$ cat src/rtl/mips_defs.sv
// Shared MIPS definitions: opcode encoding, field widths, decode FSM state
// and instruction-class enums used by the decode stage.
package mips_defs;

    localparam int op_width    = 6;
    localparam int reg_width   = 5;
    localparam int imm_width   = 16;
    localparam int instr_width = 32;

    typedef enum logic [op_width-1:0] {
        ADD  = 6'd0,
        ADDI = 6'd1,
        SUB  = 6'd2,
        SUBI = 6'd3,
        MUL  = 6'd4,
        MULI = 6'd5,
        OR   = 6'd6,
        ORI  = 6'd7,
        AND  = 6'd8,
        ANDI = 6'd9,
        XOR  = 6'd10,
        XORI = 6'd11,
        LDW  = 6'd12,
        STW  = 6'd13,
        BZ   = 6'd14,
        BEQ  = 6'd15,
        JR   = 6'd16,
        HALT = 6'd17,
        NOP  = 6'd18
    } operation_t;

    typedef enum logic {
        RUN    = 1'b0,
        HALTED = 1'b1
    } decode_state_t;

    // Numeric values double as counter indices in the decode stage (1..4).
    typedef enum logic [2:0] {
        CLS_NONE  = 3'd0,
        CLS_ARITH = 3'd1,
        CLS_LOG   = 3'd2,
        CLS_MEM   = 3'd3,
        CLS_CTRL  = 3'd4
    } op_class_t;

endpackage

$ cat src/rtl/mips_op_classify.sv
// Combinational opcode classification: legal-op check, class, immediate
// extension and whether the rd field is meaningful.
module mips_op_classify
    import mips_defs::*;
(
    input  logic [op_width-1:0]    opcode_i,
    input  logic [imm_width-1:0]   imm_i,
    output operation_t             op_o,
    output op_class_t              cls_o,
    output logic [instr_width-1:0] imm_ext_o,
    output logic                   rd_used_o,
    output logic                   illegal_o
);

    logic [instr_width-1:0] imm_sext;
    logic [instr_width-1:0] imm_zext;

    assign imm_sext = {{(instr_width-imm_width){imm_i[imm_width-1]}}, imm_i};
    assign imm_zext = {{(instr_width-imm_width){1'b0}}, imm_i};

    always_comb begin
        op_o      = NOP;
        cls_o     = CLS_NONE;
        imm_ext_o = '0;
        rd_used_o = 1'b0;
        illegal_o = 1'b0;
        case (opcode_i)
            ADD, SUB, MUL: begin
                op_o      = operation_t'(opcode_i);
                cls_o     = CLS_ARITH;
                rd_used_o = 1'b1;
            end
            ADDI, SUBI, MULI: begin
                op_o      = operation_t'(opcode_i);
                cls_o     = CLS_ARITH;
                imm_ext_o = imm_sext;
            end
            OR, AND, XOR: begin
                op_o      = operation_t'(opcode_i);
                cls_o     = CLS_LOG;
                rd_used_o = 1'b1;
            end
            ORI, ANDI, XORI: begin
                op_o      = operation_t'(opcode_i);
                cls_o     = CLS_LOG;
                imm_ext_o = imm_zext;
            end
            LDW, STW: begin
                op_o      = operation_t'(opcode_i);
                cls_o     = CLS_MEM;
                imm_ext_o = imm_sext;
            end
            BZ, BEQ: begin
                op_o      = operation_t'(opcode_i);
                cls_o     = CLS_CTRL;
                imm_ext_o = imm_sext;
            end
            JR, HALT: begin
                op_o  = operation_t'(opcode_i);
                cls_o = CLS_CTRL;
            end
            NOP: op_o = NOP;
            default: illegal_o = 1'b1;
        endcase
    end

endmodule

$ cat src/rtl/mips_decode_stage.sv
// Registered MIPS decode stage with valid/ready handshake, flush and HALT.
// Instruction-class counters are built only with MIPS_DECODE_STATS_EN.
//
// state  | meaning
// RUN    | accepting and decoding instructions
// HALTED | HALT accepted; input closed until reset
module mips_decode_stage
    import mips_defs::*;
#(
    parameter int PC_W  = 32,
    parameter int CNT_W = 32
) (
    input  logic                   clk,
    input  logic                   reset,
    input  logic                   in_valid,
    output logic                   in_ready,
    input  logic [instr_width-1:0] in_instr,
    input  logic [PC_W-1:0]        in_pc,
    input  logic                   flush,
    output logic                   out_valid,
    input  logic                   out_ready,
    output logic [op_width-1:0]    out_op,
    output logic [reg_width-1:0]   out_rs,
    output logic [reg_width-1:0]   out_rt,
    output logic [reg_width-1:0]   out_rd,
    output logic [instr_width-1:0] out_imm,
    output logic [PC_W-1:0]        out_pc,
    output logic                   out_illegal,
    output logic                   halted
`ifdef MIPS_DECODE_STATS_EN
    ,
    output logic [CNT_W-1:0]       stat_inst,
    output logic [CNT_W-1:0]       stat_arith,
    output logic [CNT_W-1:0]       stat_log,
    output logic [CNT_W-1:0]       stat_mem,
    output logic [CNT_W-1:0]       stat_ctrl
`endif
);

    decode_state_t          state_q, state_d;
    logic                   valid_q, valid_d;
    operation_t             op_q, op_d;
    logic [reg_width-1:0]   rs_q, rs_d, rt_q, rt_d, rd_q, rd_d;
    logic [instr_width-1:0] imm_q, imm_d;
    logic [PC_W-1:0]        pc_q, pc_d;
    logic                   illegal_q, illegal_d;

    operation_t             dec_op;
    op_class_t              dec_cls;
    logic [instr_width-1:0] dec_imm;
    logic                   dec_rd_used;
    logic                   dec_illegal;
    logic                   accept;

    mips_op_classify u_classify (
        .opcode_i  (in_instr[31:26]),
        .imm_i     (in_instr[15:0]),
        .op_o      (dec_op),
        .cls_o     (dec_cls),
        .imm_ext_o (dec_imm),
        .rd_used_o (dec_rd_used),
        .illegal_o (dec_illegal)
    );

    // Reset is folded in so upstream never sees a handshake during reset.
    assign in_ready = !reset && (state_q == RUN) && !flush && (!valid_q || out_ready);
    assign accept   = in_valid && in_ready;

    always_comb begin
        state_d   = state_q;
        valid_d   = valid_q;
        op_d      = op_q;
        rs_d      = rs_q;
        rt_d      = rt_q;
        rd_d      = rd_q;
        imm_d     = imm_q;
        pc_d      = pc_q;
        illegal_d = illegal_q;
        if (flush) begin
            valid_d = 1'b0;
        end else if (accept) begin
            valid_d   = 1'b1;
            op_d      = dec_op;
            rs_d      = in_instr[25:21];
            rt_d      = in_instr[20:16];
            rd_d      = dec_rd_used ? in_instr[15:11] : '0;
            imm_d     = dec_imm;
            pc_d      = in_pc;
            illegal_d = dec_illegal;
        end else if (out_ready) begin
            valid_d = 1'b0;
        end
        if ((state_q == RUN) && accept && (dec_op == HALT)) begin
            state_d = HALTED;
        end
    end

    always_ff @(posedge clk) begin
        if (reset) begin
            state_q   <= RUN;
            valid_q   <= 1'b0;
            op_q      <= NOP;
            rs_q      <= '0;
            rt_q      <= '0;
            rd_q      <= '0;
            imm_q     <= '0;
            pc_q      <= '0;
            illegal_q <= 1'b0;
        end else begin
            state_q   <= state_d;
            valid_q   <= valid_d;
            op_q      <= op_d;
            rs_q      <= rs_d;
            rt_q      <= rt_d;
            rd_q      <= rd_d;
            imm_q     <= imm_d;
            pc_q      <= pc_d;
            illegal_q <= illegal_d;
        end
    end

    assign out_valid   = valid_q;
    assign out_op      = op_q;
    assign out_rs      = rs_q;
    assign out_rt      = rt_q;
    assign out_rd      = rd_q;
    assign out_imm     = imm_q;
    assign out_pc      = pc_q;
    assign out_illegal = illegal_q;
    assign halted      = (state_q == HALTED);

`ifdef MIPS_DECODE_STATS_EN
    // Index 0 counts every accepted instruction; 1..4 follow op_class_t.
    logic [CNT_W-1:0] cnt_q [5];
    logic [CNT_W-1:0] cnt_d [5];

    always_comb begin
        for (int k = 0; k < 5; k++) begin
            cnt_d[k] = cnt_q[k];
            if (accept && ((k == 0) || (int'(dec_cls) == k)) && (cnt_q[k] != '1)) begin
                cnt_d[k] = cnt_q[k] + 1'b1;
            end
        end
    end

    always_ff @(posedge clk) begin
        for (int k = 0; k < 5; k++) begin
            if (reset) begin
                cnt_q[k] <= '0;
            end else begin
                cnt_q[k] <= cnt_d[k];
            end
        end
    end

    assign stat_inst  = cnt_q[0];
    assign stat_arith = cnt_q[1];
    assign stat_log   = cnt_q[2];
    assign stat_mem   = cnt_q[3];
    assign stat_ctrl  = cnt_q[4];
`else
    // Keeps CNT_W referenced when the counters are compiled out.
    logic [CNT_W-1:0] unused_cnt;
    assign unused_cnt = '0;
`endif

endmodule
$ cat config.mk
export PLATFORM = sky130hd
export DESIGN_NAME = mips_decode_stage
export DESIGN_NICKNAME = d
export VERILOG_FILES = /design/src/rtl/mips_defs.sv /design/src/rtl/mips_op_classify.sv /design/src/rtl/mips_decode_stage.sv
export SDC_FILE = /design/constraint.sdc
export NUM_CORES = 1
export LEC_CHECK = 0
export CAP_MARGIN = 15
export CELL_PAD_IN_SITES_DETAIL_PLACEMENT = 1
export CELL_PAD_IN_SITES_GLOBAL_PLACEMENT = 1
export CORE_MARGIN = 3
export CORE_UTILIZATION = 23
export DETAILED_ROUTE_END_ITERATION = 16
export PLACE_DENSITY = 0.76
export SLEW_MARGIN = 15
export SYNTH_ARGS = -nofsm -noshare
export SYNTH_HDL_FRONTEND = slang
export SYNTH_SLANG_ARGS = --single-unit
$ cat constraint.sdc
create_clock -name clk -period 1.75 [get_ports clk]
set_clock_uncertainty 0.15 [all_clocks]
set_input_delay 0.35 -clock clk [delete_from_list [all_inputs] [get_ports clk]]
set_output_delay 0.35 -clock clk [all_outputs]
set_load 0.005 [all_outputs]
==> results <==
## worst max-delay path: cells and delay by family (launching register included)
kind                   cells  cell delay [ns]
DFF                        1             0.32
buffers and inverters      2             0.35
and+or+nand+nor            3             0.75
AOI/OAI and AO/OA          1             0.06
## timing repair
action | in CTS | in global routing
endpoints found under the setup margin | 90 | 77
gates cloned | 6 | 5
gates resized for setup | 54 | 90
setup buffers | 8 | 0
hold endpoints to repair | 0 | 0
pin swaps | 13 | 25
## placed cells by master (no fill, tap or decap), drive strengths merged, types with 7 or more instances in the layout
cell	instances
a21oi	68
buf	42
clkbuf	17
clkdlybuf4s50	127
dfxtp	73
dlygate4sd2	19
dlymetal6s2s	9
nand2	111
nand3	13
nand4	11
nor2	7
## where the power goes
part / internal (uW) / total [uW] / switching [uW]
clock network: 1140 / 1840 / 701
registers: 1700 / 1730 / 26.6
logic: 326 / 560 / 234
total: 3170 / 4130 / 962
## state kept, by name, summed over array words and instances (netlist names)
| register | flops |
|---|---|
| halted | 1 |
| out_illegal | 1 |
| out_imm | 17 |
| out_op | 6 |
| out_pc | 32 |
| out_rd | 5 |
| out_rs | 5 |
| out_rt | 5 |
| out_valid | 1 |
## how the worst max path moves through the flow
stage / to / depth (start not counted)
global route: out_pc[28]$_SDFFE_PP0P_ / 6
CTS: in_ready / 4
global placement: out_pc[11]$_SDFFE_PP0P_ / 6
finish: out_pc[24]$_SDFFE_PP0P_ / 6
detailed placement: out_pc[12]$_SDFFE_PP0P_ / 6
floorplan: out_illegal$_SDFFE_PP0P_ / 6
## cell families after synthesis
logic type / count (synthesis) / synth area share, %
AOI/OAI and AO/OA: 77 / 14.7
buffers and inverters: 42 / 8.16
DFF: 73 / 52.7
and+or+nand+nor: 155 / 24.5
## layer usage
layer	track usage (%)	share of wire (%)	vias to the layer above	wire (um)
met2	29.0	51	97	5950
li1	-	-	1489	-
met4	6.26	1.4	0	163
met3	4.91	6.6	11	763
met1	18.0	41	1477	4690
met5	0	0	-	0
## final cells by class
class / instances / area (um^2)
tap: 143 / 179
clock buffer: 13 / 250
sequential: 73 / 1480
fill: 1304 / 6170
clock inverter: 3 / 40.0
multi-input combinational: 232 / 1380
timing repair buffer: 201 / 2110
## per-stage QoR
stage               area, um^2  worst slack [ns]  power, uW  setup TNS (ns)  hold slack [ns]
global placement          4530            -0.605       2210          -41.99            0.288
detailed placement        4530            -0.637       2220          -43.40            0.297
CTS                       5060           -0.0654       4130           -1.58            0.305
finish                    5440           -0.0379       4130          -0.263            0.225
floorplan                 2780            0.0427       1890               0            0.277
global route              5440           -0.0702       4320           -2.32            0.216
==> out/results.ini <==
[cts]
clk_lat_worst_skew_ns=0.33
cts-htree-levels=3
tritoncts=yes
cts.sink_count=73
cts_root_buf=sky130_fd_sc_hd__clkbuf_16
hold_buffers=0
clock_tree.buffer_depth=2
cts.clk_slew.worst_paths_ns=0.06
cts-buffers-inserted=9

[grt]
antenna_violations_before_repair=0
grt_pass1_vias=3291
global_route.overflow_total=0
grt_first_pass_wirelength_um=16800
grt_start_max_net_pins=74
grt.total_usage_pct=16.2

[worst_hold_path]
hold_path_startpoint=flush
worstHoldPathCells=3
worst_hold_path_type=in2reg
min_to=out_valid$_SDFFE_PP0P_

[worst_setup_path]
critical_path.endpoint_type=flop
worst-r2r-cell-count=6
crit_required_ns=1.78
minimum_setup_slack_among_reg_to_reg_paths_ns=-0.04
timing.critical_path.cells=nand2b_4, or4_4, buf_6, clkbuf_16, nand2_2, a21oi_2
slowest_stage=sky130_fd_sc_hd__or4_4
critical_path.reg2reg.startpoint=halted$_SDFFE_PP0P_
timing.setup.critical_path_class=reg2reg
critical_path_arrival_ns=1.82
slowest_delay_ns=0.54
worst-path-max-fanout=8
worst_setup_path_start_kind=flop
crit_path_start=halted$_SDFFE_PP0P_
reg2reg_to=out_pc[24]$_SDFFE_PP0P_

[status]
outcome=finished with violations
violated_checks=setup timing

[floorplan]
core_area_um2=11600
die-width_um=116
fp.dieH_um=116
design.die.area_um2=13400
rows=39
num_io_pins=158
initial_core_utilization_pct=23.9

[cells_and_area]
antenna_cells_inserted=0
post-route-util_pct=46.8
layout.cells.non_filler=665
layout-drive-gt1-share_pct=26.4
area_delta_synth_final_pct=96.0
finalNetCount=586

[yosys]
mappedNetlistNets=416
mappedNetlistArea_um2=2780
synth.area.top_cells=sky130_fd_sc_hd__dfxtp_1, sky130_fd_sc_hd__nand2_1, sky130_fd_sc_hd__a21oi_1
yosysTopAreaCellShare_pct=52.7
post_synth_edffs=0
number_of_unique_standard_cell_types_used_by_synthesis=26
synth-seq-area-share_pct=52.7
cell_count_after_synthesis=347
synthTopCellsByCount=sky130_fd_sc_hd__nand2_1, sky130_fd_sc_hd__dfxtp_1, sky130_fd_sc_hd__a21oi_1
ys_async_sr_fraction_pct=0
netlist.top_cell.by_area=sky130_fd_sc_hd__dfxtp_1
synthMostInstantiatedCell=sky130_fd_sc_hd__nand2_1
yosys_register_bits=73
synth_flop_cell=sky130_fd_sc_hd__dfxtp_1
synth.avg_cell_area_um2=8.00
number_of_warnings_issued_by_yosys=0

[sta]
max_slew.worst_pin.slew_ns=0.875
post_layout_min_period_ns=1.79
fmaxAchievable_mhz=559
grt_setup_unrepaired=yes
timing.slew.headroom_pct=41.6
timing_hold_violations_final=0
timing.final.ws_setup_ns=-0.0379
final.period_utilization_pct=102
drv_slew=0
setup_viol=20

[detailed_routing]
routed_wirelength_um=11600
detail_route.wl_per_cell_um=17.4
drt_iter0_drc=116
viasPerCell=4.62
drt.antenna.violating_nets=0
drt_first_pass_iters=4
vias_after_detailed_routing=3074
route.detailed.drc=0

[placement]
place.detailed.instances=631
detailedPlacementHpwl_um=7060
gp_congestion=0.758
placement.io_buffers=157

[power_and_ir_drop]
max-vdd-ir-drop_mv=0.432
power.leakage_uw=0.00214
powerDensity_nw_per_um2=760

[job]
max_capacitance_violation_count=0

(Power assumes the default switching activity.)
